File: src/rtl/xor_sched_pkg.sv
// xor_sched_pkg
//   Shared definitions for the round-robin XOR scheduler:
//   - state_t        : output-slot state (IDLE = empty, HOLD = result held)
//   - DEF_*          : default parameter values for xor_sched
//   - DEF_CNT_MAX    : saturation value of the completed-operation counter
//                      at the default counter width
package xor_sched_pkg;

    typedef enum logic {
        IDLE = 1'b0,
        HOLD = 1'b1
    } state_t;

    localparam int DEF_N_REQ = 4;
    localparam int DEF_WIDTH = 8;
    localparam int DEF_CNT_W = 16;

    localparam logic [DEF_CNT_W-1:0] DEF_CNT_MAX = {DEF_CNT_W{1'b1}};

endpackage

File: src/rtl/xor_sched_rr_arbiter.sv
// rr_arbiter
//   Purely combinational round-robin arbiter. Starting at index ptr and
//   walking upward (mod N), the first asserted req bit wins.
//   Ports:
//     req      in  N     request vector
//     ptr      in  ID_W  highest-priority index for this cycle
//     en       in  1     when low, no grant is issued
//     grant    out N     one-hot grant (all zero when nothing granted)
//     grant_id out ID_W  index of the winner (0 when nothing valid)
//     any      out 1     at least one request is valid
module rr_arbiter #(
    parameter int N    = 4,
    parameter int ID_W = $clog2(N)
) (
    input  logic [N-1:0]    req,
    input  logic [ID_W-1:0] ptr,
    input  logic            en,
    output logic [N-1:0]    grant,
    output logic [ID_W-1:0] grant_id,
    output logic            any
);

    always_comb begin
        grant_id = '0;
        any      = 1'b0;
        for (int k = 0; k < N; k++) begin
            logic [ID_W-1:0] idx;
            idx = ID_W'((int'(ptr) + k) % N);
            if (!any && req[idx]) begin
                any      = 1'b1;
                grant_id = idx;
            end
        end
    end

    // Decode the winning index; en gates every bit so a blocked slot
    // never shows a grant.
    generate
        for (genvar gi = 0; gi < N; gi++) begin : g_grant
            assign grant[gi] = en & any & (grant_id == ID_W'(gi));
        end
    endgenerate

endmodule

File: src/rtl/xor_sched.sv
// xor_sched
//   Shares one registered XOR unit among N_REQ requesters. One request is
//   granted per cycle in round-robin order; its result a ^ b appears on the
//   tagged response port the following cycle and is held until accepted.
//   Ports:
//     clk        in   1             rising-edge clock
//     rst        in   1             synchronous active-high reset
//     req_valid  in   N_REQ         per-requester operand valid
//     req_ready  out  N_REQ         per-requester grant (one-hot or zero)
//     req_a      in   N_REQ*WIDTH   operand a, requester i at [i*WIDTH +: WIDTH]
//     req_b      in   N_REQ*WIDTH   operand b, same packing
//     rsp_valid  out  1             result valid
//     rsp_ready  in   1             consumer accepts result
//     rsp_c      out  WIDTH         a ^ b of the granted request
//     rsp_id     out  ID_W          index of the requester that produced rsp_c
//     ops_count  out  CNT_W         completed responses, saturating
//     busy       out  1             result held and not being accepted
module xor_sched
    import xor_sched_pkg::*;
#(
    parameter int N_REQ = DEF_N_REQ,
    parameter int WIDTH = DEF_WIDTH,
    parameter int CNT_W = DEF_CNT_W,
    parameter int ID_W  = $clog2(N_REQ)
) (
    input  logic                   clk,
    input  logic                   rst,
    input  logic [N_REQ-1:0]       req_valid,
    output logic [N_REQ-1:0]       req_ready,
    input  logic [N_REQ*WIDTH-1:0] req_a,
    input  logic [N_REQ*WIDTH-1:0] req_b,
    output logic                   rsp_valid,
    input  logic                   rsp_ready,
    output logic [WIDTH-1:0]       rsp_c,
    output logic [ID_W-1:0]        rsp_id,
    output logic [CNT_W-1:0]       ops_count,
    output logic                   busy
);

    localparam logic [CNT_W-1:0] CNT_MAX = {CNT_W{1'b1}};
    localparam logic [ID_W-1:0]  LAST_ID = ID_W'(N_REQ - 1);

    state_t            state_reg, state_next;
    logic [WIDTH-1:0]  rsp_c_reg, rsp_c_next;
    logic [ID_W-1:0]   rsp_id_reg, rsp_id_next;
    logic [ID_W-1:0]   ptr_reg, ptr_next;
    logic [CNT_W-1:0]  ops_reg, ops_next;

    logic              slot_free;
    logic              rsp_fire;
    logic              transfer;
    logic              grant_any;
    logic [ID_W-1:0]   grant_id;
    logic [WIDTH-1:0]  op_a [N_REQ];
    logic [WIDTH-1:0]  op_b [N_REQ];

    generate
        for (genvar gi = 0; gi < N_REQ; gi++) begin : g_unpack
            assign op_a[gi] = req_a[gi*WIDTH +: WIDTH];
            assign op_b[gi] = req_b[gi*WIDTH +: WIDTH];
        end
    endgenerate

    // The output register may be reloaded in the same cycle its current
    // contents are taken, which is what gives one op per cycle.
    assign rsp_fire  = (state_reg == HOLD) & rsp_ready;
    assign slot_free = (state_reg == IDLE) | rsp_ready;

    // rst gates the arbiter so nothing is granted (or lost) in a reset cycle.
    rr_arbiter #(
        .N    (N_REQ),
        .ID_W (ID_W)
    ) u_arb (
        .req      (req_valid),
        .ptr      (ptr_reg),
        .en       (slot_free & ~rst),
        .grant    (req_ready),
        .grant_id (grant_id),
        .any      (grant_any)
    );

    assign transfer = |(req_valid & req_ready);

    always_comb begin
        state_next  = state_reg;
        rsp_c_next  = rsp_c_reg;
        rsp_id_next = rsp_id_reg;
        ptr_next    = ptr_reg;
        ops_next    = ops_reg;

        if (rsp_fire && (ops_reg != CNT_MAX)) begin
            ops_next = ops_reg + 1'b1;
        end

        if (transfer) begin
            state_next  = HOLD;
            rsp_c_next  = op_a[grant_id] ^ op_b[grant_id];
            rsp_id_next = grant_id;
            ptr_next    = (grant_id == LAST_ID) ? '0 : grant_id + 1'b1;
        end else if (rsp_fire) begin
            state_next = IDLE;
        end
    end

    always_ff @(posedge clk) begin
        if (rst) begin
            state_reg  <= IDLE;
            rsp_c_reg  <= '0;
            rsp_id_reg <= '0;
            ptr_reg    <= '0;
            ops_reg    <= '0;
        end else begin
            state_reg  <= state_next;
            rsp_c_reg  <= rsp_c_next;
            rsp_id_reg <= rsp_id_next;
            ptr_reg    <= ptr_next;
            ops_reg    <= ops_next;
        end
    end

    assign rsp_valid = (state_reg == HOLD);
    assign rsp_c     = rsp_c_reg;
    assign rsp_id    = rsp_id_reg;
    assign ops_count = ops_reg;
    assign busy      = (state_reg == HOLD) & ~rsp_ready;

endmodule
File: config.mk
export PLATFORM = sky130hd
export DESIGN_NAME = xor_sched
export DESIGN_NICKNAME = d
export VERILOG_FILES = /design/src/rtl/xor_sched_pkg.sv /design/src/rtl/xor_sched_rr_arbiter.sv /design/src/rtl/xor_sched.sv
export SDC_FILE = /design/constraint.sdc
export NUM_CORES = 1
export LEC_CHECK = 0
export ABC_AREA = 1
export CAP_MARGIN = 10
export CORE_MARGIN = 4
export CORE_UTILIZATION = 46
export CTS_BUF_LIST = sky130_fd_sc_hd__clkbuf_4 sky130_fd_sc_hd__clkbuf_8
export CTS_CLUSTER_DIAMETER = 30
export DETAILED_ROUTE_END_ITERATION = 8
export HOLD_SLACK_MARGIN = 0.12
export PLACE_DENSITY = 0.91
export SKIP_CTS_REPAIR_TIMING = 1
export SYNTH_ARGS = -nofsm -noshare
export SYNTH_HDL_FRONTEND = slang
export SYNTH_SLANG_ARGS = --single-unit
File: constraint.sdc
create_clock -name clk -period 2.3 [get_ports clk]
set_clock_uncertainty 0.1 [all_clocks]
set_input_delay 0.23 -clock clk [delete_from_list [all_inputs] [get_ports clk]]
set_output_delay 0.23 -clock clk [all_outputs]
set_load 0.01 [all_outputs]
# == After elaboration in Yosys (flattened, before gate mapping) ==
# Index checks and enable logic that the tools add are counted.
# totals
wordCells,69
in_bits,71
output_inout_bits,32
reg_bits,29
# op_classes
n_lt_le_gt_ge,5
bitwise_logic,15
n_reduce_logical,10
n_mux,25
addsub,5
eq_ne,4
# op_table
cell,count
binary-select mux 8 bit (select 2 bit),2
2-to-1 mux 8 bit,4
"adder 16 x 1 -> 16 bit, second input constant",1
"inequality test 16 bit, second input constant",1
"< comparator 2 x 3 -> 1 bit, second input constant",4
2-to-1 mux 1 bit,10
2-to-1 mux 2 bit,5
AND 1 bit,8
binary-select mux 1 bit (select 2 bit),4
bitwise XOR 8 bit,1
"adder 2 x 1 -> 2 bit, second input constant",2
"adder 2 bit, second input constant",2
AND 4 bit,1
"equality test 2 bit, second input constant",2
logical AND 1 bit,4
OR reduction 4 bit,1
"greater-or-equal comparator 3 bit, second input constant",1
zero test 1 bit,3
inverter 1 bit,3
inverter 2 -> 3 bit,1
"equality test 2 x 1 -> 1 bit, second input constant",1
zero test 2 bit,1
nonzero test 2 bit,1
bitwise OR 1 bit,1

# == Logic depth before layout (Yosys ltp) ==
# Gate-level depths: netlist of run 1.
# depth
depth_word,17
mapped_depth,19
depth_no_buf,18

# == By module ==
# Synthesis of run 1 repeated with hierarchy kept, for this count alone.
# unflattened
cells_unflattened,379
hier_area_um2,2278.4
# by_module_without_submodules
mod,n_inst,area_per_inst_um2,cells_per_inst,seq_area_each_um2
xor_sched,1,1955.6,306,580.6
rr_arbiter,1,322.8,73,0.0

# == Least setup slack after synthesis of run 1 ==
# Ideal clock, no wire load.
# synth_timing
path_kind,register to output
from,register ptr_reg[0]
to,output port req_ready[3]
setup_slack_ns,0.312
path_stages_with_launch,11
t_required_ns,1.970
arrival_ns,1.658
n_path_buf,2
cell_sequence,dfxtp_1 buf_6 nand2_2 nand3_2 nand2_1 nor2_4 nand3_1 nand3_4 inv_4 buf_2 nor3_1
# synth_between
elab_chain_cells,14
elab_cells_between_ends,28
cone_classes,add/sub (3); eq/ne (1); mux (16); bitwise (2); reduce/logical (6)
# synth_rtl
item,line,rtl
"start, declared",xor_sched.sv:46,"logic [ID_W-1:0] ptr_reg, ptr_next;"
"start signal, assigned",xor_sched.sv:116,ptr_reg <= ptr_next;
branches (longest 13 deep; another with adder 2 x 1 -> 2 bit),-,
AND 1 bit *,xor_sched_rr_arbiter.sv:40,assign grant[gi] = en & any & (grant_id == ID_W'(gi));
"end, declared",xor_sched.sv:29,"output logic [N_REQ-1:0] req_ready,"
# Mark *: on every way between the ends. The select of a mux whose other input is x is not followed.

# == Worst setup path in the final report of run 1 ==
# layout_timing
from,register ptr_reg[0]
to,register rsp_c_reg[2] (netlist: rsp_c[2])
# layout_between
elab_chain_cells,17
elab_cells_between_ends,44
cone_classes,add/sub (3); eq/ne (3); mux (22); bitwise (8); reduce/logical (8)
# layout_rtl
item,line,rtl
branches (longest 17 deep; another with adder 2 x 1 -> 2 bit),-,
"end signal, assigned",xor_sched.sv:114,rsp_c_reg <= rsp_c_next;
"end, declared",xor_sched.sv:44,"logic [WIDTH-1:0] rsp_c_reg, rsp_c_next;"
# Several ways; the timed one is not identified. The select of a mux whose other input is x is not followed.
# A chain may end at the register's enable or synchronous reset.

==> results of run 1 <==
## stage by stage
stage	util	total power, mW	hold WS, ns	std cells	setup WS, ns
after floorplan	-	3.50	0.364	465	0.312
after global placement	0.694	4.40	0.375	647	-0.263
after detailed placement	0.694	4.54	0.383	647	-0.304
after CTS	0.709	4.98	0.400	655	-0.475
after global routing	0.764	6.35	0.425	661	-0.138
final	0.764	5.87	0.399	661	-0.0580
## routing by layer
layer | vias up | routed length, µm | share of wire | track usage
met4 | 0 | 408 | 0.044 | 0.0965
met3 | 42 | 621 | 0.067 | 0.0484
li1 | 1711 | - | - | -
met1 | 1587 | 3320 | 0.36 | 0.241
met2 | 150 | 4880 | 0.53 | 0.429
met5 | - | 0 | 0 | 0
## path summary, 6_finish.rpt
| kind | startpoint | endpoint | slack, ns | cells past startpoint |
|---|---|---|---|---|
| worst min register to register | ops_count[7] | ops_count[7] | 0.40 | 1 |
| worst max-delay path | ptr_reg[0] | rsp_c[2] | -0.06 | 19 |
| worst min-delay path | ops_count[7] | ops_count[7] | 0.40 | 1 |
| worst max register to register | ptr_reg[0] | rsp_c[2] | -0.06 | 19 |
## cell families (layout without fill, tap and decap cells)
kind of cell             count (synthesis)  in the layout  share of synthesized area
XOR/XNOR                                 1              1                    0.00330
buffers and inverters                   76            200                      0.132
AND/OR/NAND/NOR                        330            330                      0.584
AO/OA/AOI/OAI                           28             28                     0.0570
adder cells (fa/ha/maj)                  1              1                    0.00471
flip-flops                              29             29                      0.219
## critical path: cells and delay by family, from the launching register on
family / cells / cell delay (ns)
buf+inv: 7 / 0.79
flops: 1 / 0.41
simple gates: 12 / 0.95
## power breakdown
part           switching, mW  internal, mW
registers             0.0863         0.607
logic                   2.77          1.98
clock network          0.221         0.208
## placed cells by master, fill, tap and decap left out, drive strengths merged
cell type      synthesis  routed
clkinvlp               0       1
ha                     1       1
and2                   1       1
a21oi                 12      12
a211oi                 1       1
clkdlybuf4s50          0      98
nor3b                  3       3
clkbuf                 4       9
o21ai                 11      11
nand3                 51      51
or2                    1       1
o211ai                 1       1
buf                   14      32
nor3                   9       9
xor2                   1       1
a31oi                  1       1
clkinv                 0       2
o21a                   2       2
nor4                   2       2
dfxtp                 29      29
nand2                198     198
inv                   58      58
nand4                 17      17
nor2                  48      48
## layout make-up
type / count / share of cell area
Sequential cell: 29 / 0.139
Clock inverter: 3 / 0.00414
Multi-Input combinational cell: 360 / 0.447
Tap cell: 72 / 0.0213
Timing Repair Buffer: 134 / 0.319
Inverter: 58 / 0.0532
Clock buffer: 5 / 0.0162
==> results by group, run 1 <==
Setup path
  – Setup CP Type: reg -> reg
  – Crit path max fanout: 7
  – Worst Path Arrival: 2.45 ns
  – Crit path capture type: flip-flop
  – Crit path cell chain: buf_8 -> nand2_2 -> nand3_2 -> nand2_4 -> inv_2 -> nand2_4 -> nand2_4 -> nand3_4 -> buf_12 -> buf_8 -> buf_4 -> nand3_2 -> nand2_1 -> inv_1 -> nand2_1 -> nand2_1 -> nand3_2 -> nand2_1 -> inv_1
  – Critical path's most frequent cell: nand2_1
  – Worst path slowest cell: dfxtp_4
  – Worst EP required: 2.40 ns
  – Worst setup SP type: flip-flop
  – Max incr delay on CP: 0.41 ns

Synthesis
  – Async set-reset flop share out of synthesis: 0
  – Post-synth top cells: nand2_1 (184), inv_1 (51), nor2_1 (45), nand3_1 (36), dfxtp_1 (29)
  – Synth unique cells: 31
  – Top post-synthesis cells by area: nand2_1 (26%), dfxtp_1 (22%), inv_1 (7.2%)
  – Synth area leader: nand2_1
  – Post-Synthesis Cells: 465
  – Synth warnings: 0
  – Sequential fraction of the synthesis area: 0.219
  – Yosys top cell area share: 0.260
  – Synth Register Bits: 29
  – Primary FF master, synth: dfxtp_1
  – Most numerous cell in the Yosys netlist: nand2_1
  – Post-synth EDFFs: 0
  – Post-Syn Area: 2660 µm²
  – Avg Inst Size Synth: 5.71 µm²
  – Syn_nets: 537

Global route
  – Initial antenna violation count: 0
  – First-pass GRT wire length: 13300 µm
  – Vias in the first global route: 3095
  – Overall Global Routing Usage: 0.228
  – Largest net degree at the start of global routing: 26
  – Grt ovf: 0

Layout
  – Area of the multi-input gates: 1890 µm²
  – # diodes: 0
  – Design area: 4240 µm²
  – Largest register FFs: 16
  – Area grow syn2layout: 59.5%
  – Register area: 588 µm²
  – Fillers: 423
  – Layout cell share with drive strength beyond 1: 0.217
  – Nets: 660

Die
  – Core Area: 5540 µm²
  – Height of the chip: 84.0 µm
  – # IOs: 103
  – Die area: 7050 µm²
  – Die Wd: 84.0 µm
  – Initial core utilization: 0.479
  – Row count: 27

STA
  – Final WS setup: -0.0580 ns
  – Fmax: 424 MHz
  – Final Hold Vio Count: 0
  – Max Slew Vio Count: 0
  – Setup-failing EPs final: 2
  – Period minus WS final: 2.36 ns
  – Total negative slack: -0.0609 ns
  – Slew HR: 0.740
  – RSZ-0062 raised after global routing: true
  – Period utilization: 1.03
  – Worst-margin pin slew: 0.386 ns

CTS
  – CTS tree: done
  – CTS clk-pin slew, worst paths: 0.07 ns
  – Total CTS buffers: 5
  – Total clock sinks: 29
  – Clk root buf: clkbuf_8
  – Clk buf depth: 2
  – Clock Latency Late Sink: 0.30 ns
  – H-Tree Level Count: 2

Placed design
  – PortBufs: 102
  – DP HPWL: 6400 µm
  – GP Congestion: 0.877
  – Cell Area, Placed: 3840 µm²

Detailed routing
  – Initial DRT Pass Iterations: 4
  – Wirelength per Cell: 14.0 µm
  – DR vias: 3490
  – DR iter-0 viols: 140
  – WL final: 9230 µm
  – Avg Vias per Cell: 5.28
  – DRC Markers: 0
  – Antenna Nets Post-Route: 0

Hold path
  – Worst hold path type: reg -> reg

Job
  – Max Cap Viol: 0

Run status
  – Failing checks: negative setup slack
  – Status: finished, violations left

Power and ir drop
  – Pwr Density: 1390 nW/µm²
  – Peak VDD IR: 0.000948 V
  – Leak Pwr: 2.01 nW
Note: power is estimated with default switching activity, not from simulation.
==> inputs of run 2 (changes only) <==
CORE_UTILIZATION = 41   (was 46)
PLACE_DENSITY = 0.86   (was 0.91)
clock period = 2.1 ns   (was 2.3 ns; I/O delays follow)
==> results by group, run 2 (synthesis gave the netlist of run 1 again) <==
Global route
  – Grt ovf: 0 (unchanged)
  – Vias in the first global route: 3217 (was 3095)
  – Initial antenna violation count: 0 (unchanged)
  – First-pass GRT wire length: 13200 µm (was 13300 µm)
  – Largest net degree at the start of global routing: 35 (was 26)
  – Overall Global Routing Usage: 0.208 (was 0.228)

Setup path
  – Critical path's most frequent cell: nor2_2 (was nand2_1)
  – Crit path cell chain: clkdlybuf4s50_1 -> inv_2 -> nand2_1 -> nand2_2 -> nor2_2 -> nor2_2 -> nand3_4 -> nand3_1 -> buf_4 -> nor2_1 -> buf_2 (was buf_8 -> nand2_2 -> nand3_2 -> nand2_4 -> inv_2 -> nand2_4 -> nand2_4 -> nand3_4 -> buf_12 -> buf_8 -> buf_4 -> nand3_2 -> nand2_1 -> inv_1 -> nand2_1 -> nand2_1 -> nand3_2 -> nand2_1 -> inv_1)
  – Worst setup SP type: input port (was flip-flop)
  – Max incr delay on CP: 0.50 ns (was 0.41 ns)
  – CP top delay family: buffers and inverters (was simple AND/OR/NAND/NOR gates)
  – Crit path capture type: output pin (was flip-flop)
  – Crit path buffers/inverters: 4 (was 7)
  – Crit path max fanout: 5 (was 7)
  – Worst Path Arrival: 2.01 ns (was 2.45 ns)
  – Worst EP required: 1.79 ns (was 2.40 ns)
  – Setup CP Type: in -> out (was reg -> reg)
  – Worst path slowest cell: clkdlybuf4s50_1 (was dfxtp_4)

Placed design
  – Placed Instances: 656 (was 647)
  – PortBufs: 102 (unchanged)
  – DP HPWL: 6200 µm (was 6400 µm)
  – GP Congestion: 0.832 (was 0.877)

STA
  – Period minus WS final: 2.32 ns
  – Hold_ws: 0.402 ns (was 0.399 ns)
  – Period utilization: 1.11
  – Final Hold Vio Count: 0 (unchanged)
  – Final WS setup: -0.221 ns (was -0.0580 ns)
  – Worst-margin pin slew: 0.231 ns (was 0.386 ns)
  – Max Slew Vio Count: 0 (unchanged)
  – Slew HR: 0.845 (was 0.740)
  – Setup-failing EPs final: 12 (was 2)
  – RSZ-0062 raised after global routing: true (unchanged)
  – Fmax: 431 MHz

Layout
  – # diodes: 0 (unchanged)
  – Final std cells w/o fill: 679 (was 661)
  – Nets: 674 (was 660)
  – Largest register FFs: 16 (unchanged)
  – Most common cell after layout, fill and taps aside: nand2_1 (unchanged)
  – Layout cell share with drive strength beyond 1: 0.246 (was 0.217)
  – Area grow syn2layout: 68.2% (was 59.5%)
  – Final core utilization: 0.707 (was 0.764)
  – Most frequent cells in the layout: nand2_1 (151), clkdlybuf4s50_1 (97), inv_1 (46) (was nand2_1 (159), clkdlybuf4s50_1 (98), inv_1 (48))

CTS
  – Total CTS buffers: 5 (unchanged)
  – CTS tree: done (unchanged)
  – Clk buf depth: 2 (unchanged)
  – H-Tree Level Count: 2 (unchanged)
  – Clock Latency Late Sink: 0.28 ns (was 0.30 ns)
  – CTS clk-pin slew, worst paths: 0.06 ns (was 0.07 ns)
  – Clk root buf: clkbuf_8 (unchanged)
  – Total clock sinks: 29 (unchanged)

Run status
  – Failing checks: negative setup slack (unchanged)
  – Status: finished, violations left (unchanged)

Detailed routing
  – Uppermost layer routed: met4 (unchanged)
  – Met1 wire length: 3400 µm (was 3320 µm)
  – Antenna Nets Post-Route: 0 (unchanged)
  – Wire length on met3: 654 µm (was 621 µm)
  – DRC Markers: 0 (unchanged)
  – DR iter-0 viols: 137 (was 140)
  – DR WL met2: 4940 µm (was 4880 µm)
  – DR vias: 3471 (was 3490)
  – Avg Vias per Cell: 5.11 (was 5.28)
  – Wirelength per Cell: 13.6 µm (was 14.0 µm)
  – Initial DRT Pass Iterations: 4 (unchanged)
  – WL final: 9250 µm (was 9230 µm)

Power and ir drop
  – Total power: 6.88 mW (was 5.87 mW)
  – Peak VDD IR: 0.000894 V (was 0.000948 V)
  – Leak Pwr: 2.12 nW (was 2.01 nW)
  – Pwr Density: 1540 nW/µm² (was 1390 nW/µm²)

Die
  – Die area: 7830 µm² (was 7050 µm²)
  – Core Area: 6310 µm² (was 5540 µm²)
  – Die Wd: 88.5 µm (was 84.0 µm)
  – Height of the chip: 88.5 µm (was 84.0 µm)
  – Row count: 29 (was 27)
  – Initial core utilization: 0.421 (was 0.479)
  – # IOs: 103 (unchanged)

Job
  – Max Cap Viol: 0 (unchanged)

Hold path
  – Worst hold path type: reg -> reg (unchanged)
==> run 2: changes by cell type in the layout (fill, tap and decap cells not counted), sizes merged <==
cell | previous run | this run
clkdlybuf4s50 | 98 | 97
buf | 32 | 47
clkinv | 2 | 0
dlymetal6s2s | 0 | 1
clkinvlp | 1 | 0
clkbuf | 9 | 10
==> run 2: final cells by class <==
type                       instances  area, µm²
clock buffer                       7       90.1
fill                             514       1850
inverter                          58        228
multi-input combinational        360       1940
sequential                        29        588
tap                               77       96.3
timing repair buffer             148       1520
==> run 2: path summary, 6_finish.rpt <==
kind,endpoint,cells after the start,slack [ns],from
hold reg to reg,ops_count[7],1,0.40,ops_count[7]
setup reg to reg,rsp_c[7],19,-0.10,ptr_reg[0]
hold / removal,ops_count[7],1,0.40,ops_count[7]
setup / recovery,req_ready[2],11,-0.22,req_valid[3]
==> run 2: power by group <==
| part | switching [mW] | internal (mW) | total [mW] | leakage, nW |
|---|---|---|---|---|
| logic | 3.14 | 2.51 | 5.65 | 1.83 |
| clock network | 0.207 | 0.272 | 0.479 | 0.0477 |
| registers | 0.0818 | 0.665 | 0.747 | 0.238 |
==> run 2: worst reg2reg max path, cell delays in order, from the launching register on <==
cell and delay, ns:
dfxtp_4 0.38, buf_12 0.14, nand2_1 0.07, nand2_2 0.09
nand2_4 0.08, nand2_4 0.06, nand2_4 0.10, nand2_4 0.06
nand2_4 0.10, nand3_4 0.15, buf_6 0.16, buf_6 0.13
nand2_1 0.05, nand2_1 0.05, nand2_1 0.07, nand2_2 0.08
nand2_1 0.06, nand3_1 0.06, nand2_1 0.07, inv_1 0.04
==> run 2: metrics by stage <==
step                      worst slack, ns  instance area [µm²]  setup TNS, ns
after floorplan                     0.132                 2660              0
after global placement             -0.540                 3890          -4.96
after detailed placement           -0.541                 3890          -5.60
after CTS                          -0.646                 3980          -4.29
after global routing               -0.281                 4470          -2.93
final                              -0.221                 4470          -1.37
==> run 2: layer usage <==
| layer | GRT usage | up-vias |
|---|---|---|
| met5 | 0 | - |
| met3 | 0.0484 | 23 |
| met1 | 0.217 | 1569 |
| met2 | 0.385 | 139 |
| li1 | - | 1740 |
| met4 | 0.106 | 0 |
